## config.mk

```make
export PLATFORM = sky130hd
export DESIGN_NAME = bit_serializer_flat
export DESIGN_NICKNAME = d
export VERILOG_FILES = /design/src/rtl/bit_serializer_pkg.sv /design/src/rtl/bit_serializer_if.sv /design/src/rtl/bit_serializer.sv /design/src/flat_wrapper.sv
export SDC_FILE = /design/constraint.sdc
export NUM_CORES = 1
export LEC_CHECK = 0
export CORE_MARGIN = 2
export CORE_UTILIZATION = 35
export CTS_CLUSTER_SIZE = 30
export DETAILED_ROUTE_END_ITERATION = 7
export DONT_BUFFER_PORTS = 1
export PLACE_DENSITY = 0.48
export SYNTH_ARGS = -nofsm -noshare
export SYNTH_HDL_FRONTEND = slang
export SYNTH_SLANG_ARGS = --single-unit
```

## constraint.sdc

```tcl
create_clock -name clk -period 2.4 [get_ports clk]
set_input_delay 0.24 -clock clk [delete_from_list [all_inputs] [get_ports clk]]
set_output_delay 0.24 -clock clk [all_outputs]
set_load 0.01 [all_outputs]
```

## src/rtl/bit_serializer_pkg.sv

```systemverilog
// -----------------------------------------------------------------------------
// bit_serializer_pkg
//   Shared definitions for the bit_serializer block.
//   - state_t        : shifter state (IDLE, SHIFT)
//   - WIDTH_MIN/MAX  : legal range of the word width parameter
//   - width_legal()  : legality check used at elaboration
//   - frame_bits()   : serial bits per word (word bits plus optional parity)
//   - cnt_width()    : width of the bit counter
//   Optional feature macro: BIT_SERIALIZER_PARITY_EN (appends an even-parity
//   bit after the LSB of every word).
// -----------------------------------------------------------------------------
package bit_serializer_pkg;

    typedef enum logic {
        IDLE  = 1'b0,
        SHIFT = 1'b1
    } state_t;

    localparam int WIDTH_MIN = 2;
    localparam int WIDTH_MAX = 32;

    function automatic bit width_legal(input int w);
        return (w >= WIDTH_MIN) && (w <= WIDTH_MAX);
    endfunction

    // Number of bits presented on the serial line for one word.
    function automatic int frame_bits(input int w);
`ifdef BIT_SERIALIZER_PARITY_EN
        return w + 1;
`else
        return w;
`endif
    endfunction

    // The counter holds frame_bits()-1 down to 0, so it never wraps.
    function automatic int cnt_width(input int w);
`ifdef BIT_SERIALIZER_PARITY_EN
        return $clog2(w + 1);
`else
        return $clog2(w);
`endif
    endfunction

endpackage

```

## src/rtl/bit_serializer_if.sv

```systemverilog
// -----------------------------------------------------------------------------
// bit_serializer_if
//   Groups the word handshake and the serial stream of bit_serializer.
//   Handshake: a word moves on a rising edge where word_valid && word_ready;
//   word_in must be stable while word_valid is high, and the producer may
//   not withdraw a word it has offered until it transfers.
//   Signals:
//     word_in    [WIDTH-1:0] parallel word, MSB sent first
//     word_valid             word_in is valid
//     word_ready             holding register can accept a word
//     bit_out                serial data bit (0 when bit_valid is low)
//     bit_valid              bit_out carries a word or parity bit
//     word_done              pulse while the final bit of a word is out
//     busy                   shifter active or holding register full
//   Modports: master = word producer / stream consumer, slave = serializer.
// -----------------------------------------------------------------------------
interface bit_serializer_if #(
    parameter int WIDTH = 8
);
    logic [WIDTH-1:0] word_in;
    logic             word_valid;
    logic             word_ready;
    logic             bit_out;
    logic             bit_valid;
    logic             word_done;
    logic             busy;

    modport master (
        output word_in,
        output word_valid,
        input  word_ready,
        input  bit_out,
        input  bit_valid,
        input  word_done,
        input  busy
    );

    modport slave (
        input  word_in,
        input  word_valid,
        output word_ready,
        output bit_out,
        output bit_valid,
        output word_done,
        output busy
    );
endinterface

```

## src/rtl/bit_serializer.sv

```systemverilog
// -----------------------------------------------------------------------------
// bit_serializer
//   Parallel-to-serial front end. Words arrive over a valid/ready handshake
//   into a one-word holding register and leave MSB first, one bit per clock.
//   A word waiting in hold is loaded on the edge after the previous LSB, so
//   back-to-back words stream without idle bits.
//   Ports:
//     clk         rising-edge clock
//     rst         asynchronous, active-high reset
//     bus         bit_serializer_if.slave (handshake + serial stream)
//     o_dbg_state current shifter state
//   Optional feature macro: BIT_SERIALIZER_PARITY_EN -- when defined, an
//   even-parity bit follows the LSB and word_done marks the parity cycle.
// -----------------------------------------------------------------------------
module bit_serializer
    import bit_serializer_pkg::*;
#(
    parameter int WIDTH = 8
) (
    input  logic          clk,
    input  logic          rst,
    bit_serializer_if.slave bus,
    output state_t        o_dbg_state
);

    localparam int SW = frame_bits(WIDTH);
    localparam int CW = cnt_width(WIDTH);

    generate
        if (!width_legal(WIDTH)) begin : g_bad_width
            $error("bit_serializer: WIDTH out of range");
        end
    endgenerate

    state_t          r_state;
    state_t          w_state_nxt;
    logic [WIDTH-1:0] r_hold;
    logic            r_hold_full;
    logic [SW-1:0]   r_shift;
    logic [SW-1:0]   w_shift_nxt;
    logic [SW-1:0]   w_frame;
    logic [CW-1:0]   r_cnt;
    logic [CW-1:0]   w_cnt_nxt;
    logic            w_load;
    logic            w_last;
    logic            w_accept;
    logic            r_bit_out;
    logic            r_bit_valid;
    logic            r_word_done;
    logic            w_bit_valid_nxt;

    // Ready depends only on the registered hold flag, so hold can never be
    // written while it still holds a word the shifter has not taken.
    assign bus.word_ready = !r_hold_full && !rst;
    assign w_accept       = bus.word_valid && bus.word_ready;
    assign w_last         = (r_cnt == '0);

    // Parity rides along as the last bit of the frame so the shifter and
    // counter treat it exactly like a data bit.
`ifdef BIT_SERIALIZER_PARITY_EN
    assign w_frame = {r_hold, ^r_hold};
`else
    assign w_frame = r_hold;
`endif

    // Holding register
    always_ff @(posedge clk or posedge rst) begin
        if (rst) begin
            r_hold      <= '0;
            r_hold_full <= 1'b0;
        end else if (w_accept) begin
            r_hold      <= bus.word_in;
            r_hold_full <= 1'b1;
        end else if (w_load) begin
            r_hold_full <= 1'b0;
        end
    end

    // Shifter state register and datapath
    always_ff @(posedge clk or posedge rst) begin
        if (rst) begin
            r_state     <= IDLE;
            r_shift     <= '0;
            r_cnt       <= '0;
            r_bit_out   <= 1'b0;
            r_bit_valid <= 1'b0;
            r_word_done <= 1'b0;
        end else begin
            r_state     <= w_state_nxt;
            r_shift     <= w_shift_nxt;
            r_cnt       <= w_cnt_nxt;
            r_bit_valid <= w_bit_valid_nxt;
            // Idle line is forced low.
            r_bit_out   <= w_bit_valid_nxt & w_shift_nxt[SW-1];
            r_word_done <= w_bit_valid_nxt && (w_cnt_nxt == '0);
        end
    end

    // Next-state logic
    always_comb begin
        w_state_nxt = r_state;
        w_shift_nxt = r_shift;
        w_cnt_nxt   = r_cnt;
        w_load      = 1'b0;
        case (r_state)
            IDLE: begin
                if (r_hold_full) begin
                    w_load = 1'b1;
                end
            end
            SHIFT: begin
                if (w_last) begin
                    // Reload straight from hold keeps the stream gapless.
                    if (r_hold_full) begin
                        w_load = 1'b1;
                    end else begin
                        w_state_nxt = IDLE;
                    end
                end else begin
                    w_shift_nxt = {r_shift[SW-2:0], 1'b0};
                    w_cnt_nxt   = r_cnt - CW'(1);
                end
            end
            default: begin
                w_state_nxt = IDLE;
            end
        endcase
        if (w_load) begin
            w_state_nxt = SHIFT;
            w_shift_nxt = w_frame;
            w_cnt_nxt   = CW'(SW - 1);
        end
        w_bit_valid_nxt = (w_state_nxt == SHIFT);
    end

    assign bus.bit_out   = r_bit_out;
    assign bus.bit_valid = r_bit_valid;
    assign bus.word_done = r_word_done;
    assign bus.busy      = (r_state != IDLE) || r_hold_full;
    assign o_dbg_state   = r_state;

endmodule

```

## src/flat_wrapper.sv

```systemverilog
// flat-port wrapper written by rule: the top's interface ports become plain ports
module bit_serializer_flat import bit_serializer_pkg::*;
#(
    parameter int WIDTH = 8
)
  (clk, rst, o_dbg_state, bus_word_in, bus_word_valid, bus_word_ready, bus_bit_out, bus_bit_valid, bus_word_done, bus_busy);
  bit_serializer_if #(.WIDTH(WIDTH)) bus_i ();
  input  logic clk;
  input  logic rst;
  output state_t o_dbg_state;
  input wire logic [$bits(bus_i.word_in)-1:0] bus_word_in;
  input wire logic [$bits(bus_i.word_valid)-1:0] bus_word_valid;
  output wire logic [$bits(bus_i.word_ready)-1:0] bus_word_ready;
  output wire logic [$bits(bus_i.bit_out)-1:0] bus_bit_out;
  output wire logic [$bits(bus_i.bit_valid)-1:0] bus_bit_valid;
  output wire logic [$bits(bus_i.word_done)-1:0] bus_word_done;
  output wire logic [$bits(bus_i.busy)-1:0] bus_busy;
  assign bus_i.word_in = bus_word_in;
  assign bus_i.word_valid = bus_word_valid;
  assign bus_word_ready = bus_i.word_ready;
  assign bus_bit_out = bus_i.bit_out;
  assign bus_bit_valid = bus_i.bit_valid;
  assign bus_word_done = bus_i.word_done;
  assign bus_busy = bus_i.busy;
  bit_serializer #(.WIDTH(WIDTH)) u_core (.clk(clk), .rst(rst), .bus(bus_i), .o_dbg_state(o_dbg_state));
endmodule
```

==> Word level (Yosys, flattened, before mapping) <==
Index checks and enable logic that the tools add are counted.
{ "totals": {"reg_bits": 23, "inputBits": 11, "wordCells": 37} }
{ "op_classes": {"addsub": 1, "eq_ne": 1, "n_mux": 14, "bitwise": 2, "n_reduce_logical": 11} }
{ "op_table": {"columns": ["cell", "n"], "rows": [
  ["$mux 8", 3],
  ["$mux 3", 3],
  ["$mux 1", 7],
  ["$logic_not 3->1", 2],
  ["$reduce_bool 2->1", 2],
  ["$logic_and 1x1->1", 3],
  ["$sub 3x1->3 const B", 1],
  ["$logic_not 1->1", 2],
  ["$ne 2x1->1 const B", 1],
  ["$pmux 1 s2", 1],
  ["$reduce_and 2->1", 1],
  ["$and 1x1->1", 1],
  ["$logic_or 1x1->1", 1],
  ["$not 1->1", 1]
]} }

==> Logic depth before layout (Yosys ltp) <==
Gate-level depths: netlist of run 1.
{ "depth": {"word_depth": 6, "depth_mapped": 5, "ltp_nobuf": 5} }

==> Worst setup path before layout of run 1 <==
No wires, ideal clock.
{ "synth_timing": {"path_kind": "register -> register", "from": "register u_core.r_cnt[0]", "to": "register u_core.r_shift[1]", "t_arrival_ns": 1.321, "path_slack_ns": 0.954, "stages_incl_launch_ff": 6, "n_path_buf": 0, "period_less_slack_ns": 1.446, "path_cell_list": "dfrtp_1 > inv_1 > ha_1 > inv_2 > o21ai_4 > mux2_2"} }
{ "synth_between": {"elab_chain_cells": 5, "elab_cells_between_ends": 7} }
{ "synth_rtl": {"columns": ["item", "line_no", "rtl"], "rows": [
  ["start, declared", "bit_serializer.sv:42", "logic [CW-1:0] r_cnt;"],
  ["start signal, assigned", "bit_serializer.sv:91", "r_cnt <= w_cnt_nxt;"],
  ["$logic_not 3->1 (*)", "bit_serializer.sv:56", "assign w_last = (r_cnt == '0);"],
  ["$mux 1", "bit_serializer.sv:112", "if (w_last) begin"],
  ["$pmux 1 s2", "bit_serializer.sv:105", "case (r_state)"],
  ["$ne 2x1->1 (no source line) or $reduce_bool 2->1 (tied branches)", null, null],
  ["$reduce_and 2->1 (no source line)", null, null],
  ["end signal, assigned", "bit_serializer.sv:90", "r_shift <= w_shift_nxt;"],
  ["end, declared", "bit_serializer.sv:39", "logic [SW-1:0] r_shift;"]
]} }
Mark *: on every way between the ends. The rest lies on a longest branch, timed or not.
A chain may end at the register's enable or synchronous reset.

==> Worst setup path in the final report of run 1 <==
{ "layout_timing": {"from": "register u_core.r_hold_full", "to": "register u_core.r_hold[1]"} }
{ "layout_between": {"elab_chain_cells": 3} }
{ "layout_rtl": {"columns": ["item", "line_no", "rtl"], "rows": [
  ["start, declared", "bit_serializer.sv:38", "logic r_hold_full;"],
  ["start signal, assigned", "bit_serializer.sv:70", "r_hold_full <= 1'b0;"],
  ["start signal, assigned", "bit_serializer.sv:73", "r_hold_full <= 1'b1;"],
  ["start signal, assigned", "bit_serializer.sv:75", "r_hold_full <= 1'b0;"],
  ["$logic_not 1->1", "bit_serializer.sv:54", "assign bus.word_ready = !r_hold_full && !rst;"],
  ["$logic_and 1x1->1", "bit_serializer.sv:54", null],
  ["net bus_word_ready", "flat_wrapper.sv:13", "output wire logic [$bits(bus_i.word_ready)-1:0] bus_word_ready;"],
  ["$logic_and 1x1->1", "bit_serializer.sv:55", "assign w_accept = bus.word_valid && bus.word_ready;"],
  ["end signal, assigned", "bit_serializer.sv:72", "r_hold <= bus.word_in;"],
  ["end, declared", "bit_serializer.sv:37", "logic [WIDTH-1:0] r_hold;"]
]} }
The timed path passes the listed nets, and every way through them passes these cells.

==> results of run 1 <==
area by class of cell:
class | instances | area share [%]
clock buffers | 3 | 2.08
inverters | 4 | 1.38
well taps | 33 | 3.81
repair buffers | 1 | 0.692
flip-flops and latches | 22 | 50.7
multi-input cells | 46 | 41.3
path summary, 6_finish.rpt:
kind / end / start / depth (start not counted) / slack [ns]
worst max-delay path: u_core.r_hold[1] / u_core.r_hold_full / 3 / 0.79
worst min-delay path: u_core.r_cnt[2] / rst / 1 / -0.02
worst max register to register: u_core.r_hold[1] / u_core.r_hold_full / 3 / 0.79
worst min register to register: u_core.r_shift[4] / u_core.r_shift[3] / 1 / 0.52
max in group asynchronous: u_core.r_hold[5] / rst / 1 / 1.91
min in group clk: u_core.r_hold[0] / bus_word_in[0] / 1 / 0.07
flip-flops by register name (all words and copies together), names as in the netlist:
register	cells
u_core.r_cnt	3
u_core.o_dbg_state	1
u_core.bus.bit_out	1
u_core.r_hold	8
u_core.r_hold_full	1
u_core.bus.word_done	1
u_core.r_shift	7
report_power, final:
group / internal [µW] / leakage (µW) / switching [µW]
sequential: 534 / 0.000270 / 129
clock: 58.5 / 0.0000138 / 106
combinational: 356 / 0.000215 / 238
cell families after synthesis:
family	after synthesis
AOI/OAI and AO/OA	7
adders and majority gates	2
buffers and inverters	10
DFF	22
muxes	23
and+or+nand+nor	14
per-layer routing:
metal	routed length, µm	track usage [%]	vias up
met4	20	6.82	0
met2	776	16.0	9
met3	58	3.49	2
met1	788	15.0	276
li1	-	-	260
met5	0	0	-
stage by stage:
| stage | worst slack, ns | hold WS (ns) | util, % | area (µm²) |
|---|---|---|---|---|
| 2_1_floorplan | 0.954 | 0.229 | - | 1060 |
| 5_1_grt | 0.706 | 0.0420 | 36.4 | 1080 |
| 3_3_place_gp | 0.809 | 0.354 | 35.7 | 1060 |
| 3_5_place_dp | 0.801 | 0.353 | 35.7 | 1060 |
| 4_1_cts | 0.785 | 0.00322 | 36.4 | 1080 |
| 6_report | 0.793 | -0.0228 | 36.4 | 1080 |
worst max-delay path, delay by kind of cell, from the launching register on:
kind,cells,cell delay [ns]
and+or+nand+nor,2,0.75
muxes,1,0.35
DFF,1,0.41
layout by cell type, fill, tap and decap left out, drive strengths merged, types with 2 or more instances in the layout:
cell type,instances
clkbuf,3
dfrtp,22
ha,2
inv,4
mux2,20
mux2i,3
nor2,5
nor3,2
o21ai,2
==> flow_summary.toml, run 1 <==
[global_route]
grt_pass1_vias = 568
grt_overflow = 0
grt_pass1_wl_mm = 2.83
grt_max_degree = 23
antenna_found_initial = 0
grt_usage_pct = 11.3

[finish]
layout.nets = 91
syn_to_final_growth_pct = 1.88
nFillCells = 300
n_antenna_cell = 0
finalNonFillerCells = 109
drive_gt1_share_pct = 36.8
multiInputGateArea_um2 = 448
seqCellArea_um2 = 551

[clocking]
htree_num_levels = 1
cts_tree = "built"
postCtsHoldBufs = 0
post_cts_buffers = 0
clkTransAtPathRegs_ns = 0.12
clk_latency_ns = 0.30
clk_root_buffer_cell = "clkbuf_4"
cts.repair.resized = 0
cts_buffers = 3
clock_sinks = 22
clockBufferDepth = 2

[detailed_routing]
dr.pass1.iters = 3
drcViolationCount = 0
drt-vias-per-instance = 5.02
routed_wl_mm = 1.64
vias = 547
drt_iter0_markers = 19
ant_nets = 0
wl_per_cell_um = 15.1

[timing]
worst_pin_slew_ns = 0.829
drv_slew = 0
finalSetupViolations = 0
rsz0062_at_grt = "no"
layout_min_cycle_time_ns = 1.61
fin_crit_sh_pct = 66.9
skew_ns = 0.00858
tns_ns = 0
fmaxAchievable_mhz = 622
hold_slack_ns = -0.0228
slew_headroom_pct = 44.7
final_hold_viol_count = 22

[pwr]
powerDensity_mw_per_mm2 = 1310
leakage_uw = 0.000499
peakVddDrop_uv = 340
power_uw = 1420

[floorplan]
die_area_mm2 = 0.00350
chipWidth_um = 59.2
io_pins = 17
core_area_mm2 = 0.00298
die_h_um = 59.2
row_count = 20
initial_utilization_pct = 35.8

[placed_design]
dp_hpwl_mm = 1.14
place.gp.congestion = 0.653
io_buffer_count = 0
placed_cells = 106

[synthesis]
avgSynthCellArea_um2 = 13.7
yosysSeqAreaShare_pct = 51.7
yosysWarnings = 0
synthSimpleGateAreaFrac_pct = 6.93
ys_types = 27
netlist_instances = 78
synth_seq_cells = 22
yosysTopAreaCellShare_pct = 51.7
synth-xor-area-share_pct = 0
syn-cell-area_mm2 = 0.00106
ys_top_cells_by_count = "dfrtp_1, mux2_2, mux2_4"
yosysMostFrequentCell = "dfrtp_1"
synth_nets = 91
synth.area.top_cells = "dfrtp_1, mux2_4, mux2_2, buf_6, mux2i_1"
synth_edf_count = 0
synth_area_leader_cell = "dfrtp_1"
synth_fa_ha_area_share_pct = 2.35
synth_compound_area_share_pct = 5.29
ys_async_sr_fraction_pct = 100
synthMuxAreaShare_pct = 27.5
synth_ff_type = "dfrtp_1"
synth_top_family_by_area = "multiplexers"

[outcome]
violations = "hold timing"
status = "finished with violations"

[worst_setup_path]
slowest_delay_ns = 0.57
crit_arrival_ns = 1.80
cp_slowest_cell = "and2_1"
cp_max_fo = 9
worstSetupStartpointType = "register"
cp_cell_sequence = "nor2_2, and2_1, mux2_4"
crit_type = "reg -> reg"
required_ns = 2.59
end_kind = "register"

[min_path]
hold_class = "in -> async"

[job]
maxCapViolCount = 0
Note: power is estimated with default switching activity, not from simulation.
==> inputs of run 2 (changes only) <==
Clock period 2.4 ns to 1.6 ns, I/O delays scaled along.
==> flow_summary.toml, run 2 (same netlist as run 1, synthesis figures left out) <==
[clocking]
htree_num_levels = 1
cts_tree = "built"
clkTransAtPathRegs_ns = 0.13
clk_latency_ns = 0.31
clk_root_buffer_cell = "clkbuf_4"
clock_sinks = 22
cts_buffers = 3
clockBufferDepth = 2

[floorplan]
initial_utilization_pct = 35.8
row_count = 20
io_pins = 17
chipWidth_um = 59.2
die_area_mm2 = 0.00350
core_area_mm2 = 0.00298
die_h_um = 59.2

[worst_setup_path]
required_ns = 1.80
crit_arrival_ns = 1.71
cp_max_fo = 7
worstSetupStartpointType = "register"
crit_type = "reg -> reg"
end_kind = "register"

[pwr]
p_sw_share_pct = 30.6
clkPwrFrac_pct = 17.4
pwr-share-comb_pct = 42.4
seq_power_share_pct = 40.2
power_uw = 2420
internal_power_uw = 1680
peakVddDrop_uv = 889
p_sw_uw = 742
leakage_uw = 0.000583
powerDensity_mw_per_mm2 = 1920

[global_route]
grt_pass1_wl_mm = 2.78
antenna_found_initial = 0
grt_pass1_vias = 623
grt_overflow = 0
grt_usage_pct = 11.0
grt_max_degree = 23

[placed_design]
dp_hpwl_mm = 1.17
pre_cts_ws_ns = 0.0930
io_buffer_count = 0
place.gp.congestion = 0.736
placed_cells = 112

[detailed_routing]
ant_nets = 0
vias = 610
drt_iter0_markers = 14
dr.pass1.iters = 4
drcViolationCount = 0
routed_wl_mm = 1.70
wl_per_cell_um = 13.5
drt-vias-per-instance = 4.84

[timing]
tns_ns = 0
finalSetupViolations = 0
fin_crit_sh_pct = 94.3
rsz0062_at_grt = "no"
drv_slew = 0
layout_min_cycle_time_ns = 1.51
setup_ws_ns = 0.0910
worst_pin_slew_ns = 0.271
hold_slack_ns = 0.299
skew_ns = 0.00675
fmaxAchievable_mhz = 663
final_hold_viol_count = 0
slew_headroom_pct = 81.7

[finish]
n_antenna_cell = 0
layout_commonest_cell = "dfrtp_1"
top_register = "u_core.r_hold"
nFillCells = 283
layout.nets = 107
syn_to_final_growth_pct = 18.3
largest_registers = "u_core.r_hold: 8 flops, u_core.r_shift: 7 flops, u_core.r_cnt: 3 flops"
final_cell_mix = "dfrtp_1, mux2_4, mux2_2"
finalNonFillerCells = 126
drive_gt1_share_pct = 39.8
largest_register_ffs = 8

[outcome]
status = "finished clean"

[min_path]
hold_class = "in -> reg"

[job]
maxCapViolCount = 0
-- run 2: critical path, stage by stage, from the launching register on --
cell     delay, ns
dfrtp_1       0.42
inv_1         0.09
ha_2          0.21
inv_2         0.07
o21ai_4       0.26
mux2_2        0.36
-- run 2: what timing repair did --
item | 4_1_cts | 5_1_grt
hold endpoints to repair | 30 | 0
resized for setup | 0 | 1
hold buffers | 9 | 0
setup endpoints to repair | 0 | 5
setup buffers | 0 | 1
-- run 2: area by class of cell --
cell class | instances | area (µm²) | area share, %
Multi-Input combinational cell | 46 | 450 | 35.7
Timing Repair Buffer | 17 | 150 | 11.9
Clock buffer | 3 | 22.5 | 1.79
Tap cell | 33 | 41.3 | 3.28
Inverter | 4 | 15.0 | 1.19
Clock inverter | 1 | 30.0 | 2.38
Sequential cell | 22 | 551 | 43.7
-- run 2: layer usage --
metal / wire, µm / GRT usage, %
met1: 805 / 12.6
met2: 779 / 18.3
met3: 92 / 5.68
met4: 21 / 2.92
met5: 0 / 0
-- run 2: final timing paths --
path | cells after the start | from | end | slack (ns)
setup / recovery | 5 | u_core.r_cnt[0] | u_core.r_shift[5] | 0.09
hold reg to reg | 1 | u_core.r_shift[3] | u_core.r_shift[4] | 0.52
max in group asynchronous | 3 | rst | u_core.r_hold[6] | 1.06
hold / removal | 3 | bus_word_valid | u_core.r_hold_full | 0.30
min in group asynchronous | 3 | rst | u_core.r_hold[3] | 0.31
setup reg to reg | 5 | u_core.r_cnt[0] | u_core.r_shift[5] | 0.09
-- run 2: power groups by stage --
| stage | Combinational (µW) | Sequential, µW | Clock [µW] |
|---|---|---|---|
| after floorplan | 912 | 914 | 0 |
| after global placement | 985 | 988 | 0 |
| after detailed placement | 991 | 989 | 0 |
| after CTS | 1010 | 981 | 440 |
| after global routing | 1140 | 1000 | 458 |
| final | 1030 | 973 | 422 |
-- run 2: per-stage QoR --
stage	util [%]	area, µm²
global placement	37.2	1110
CTS	42.0	1250
global route	42.3	1260
finish	42.3	1260
detailed placement	37.2	1110
floorplan	-	1060
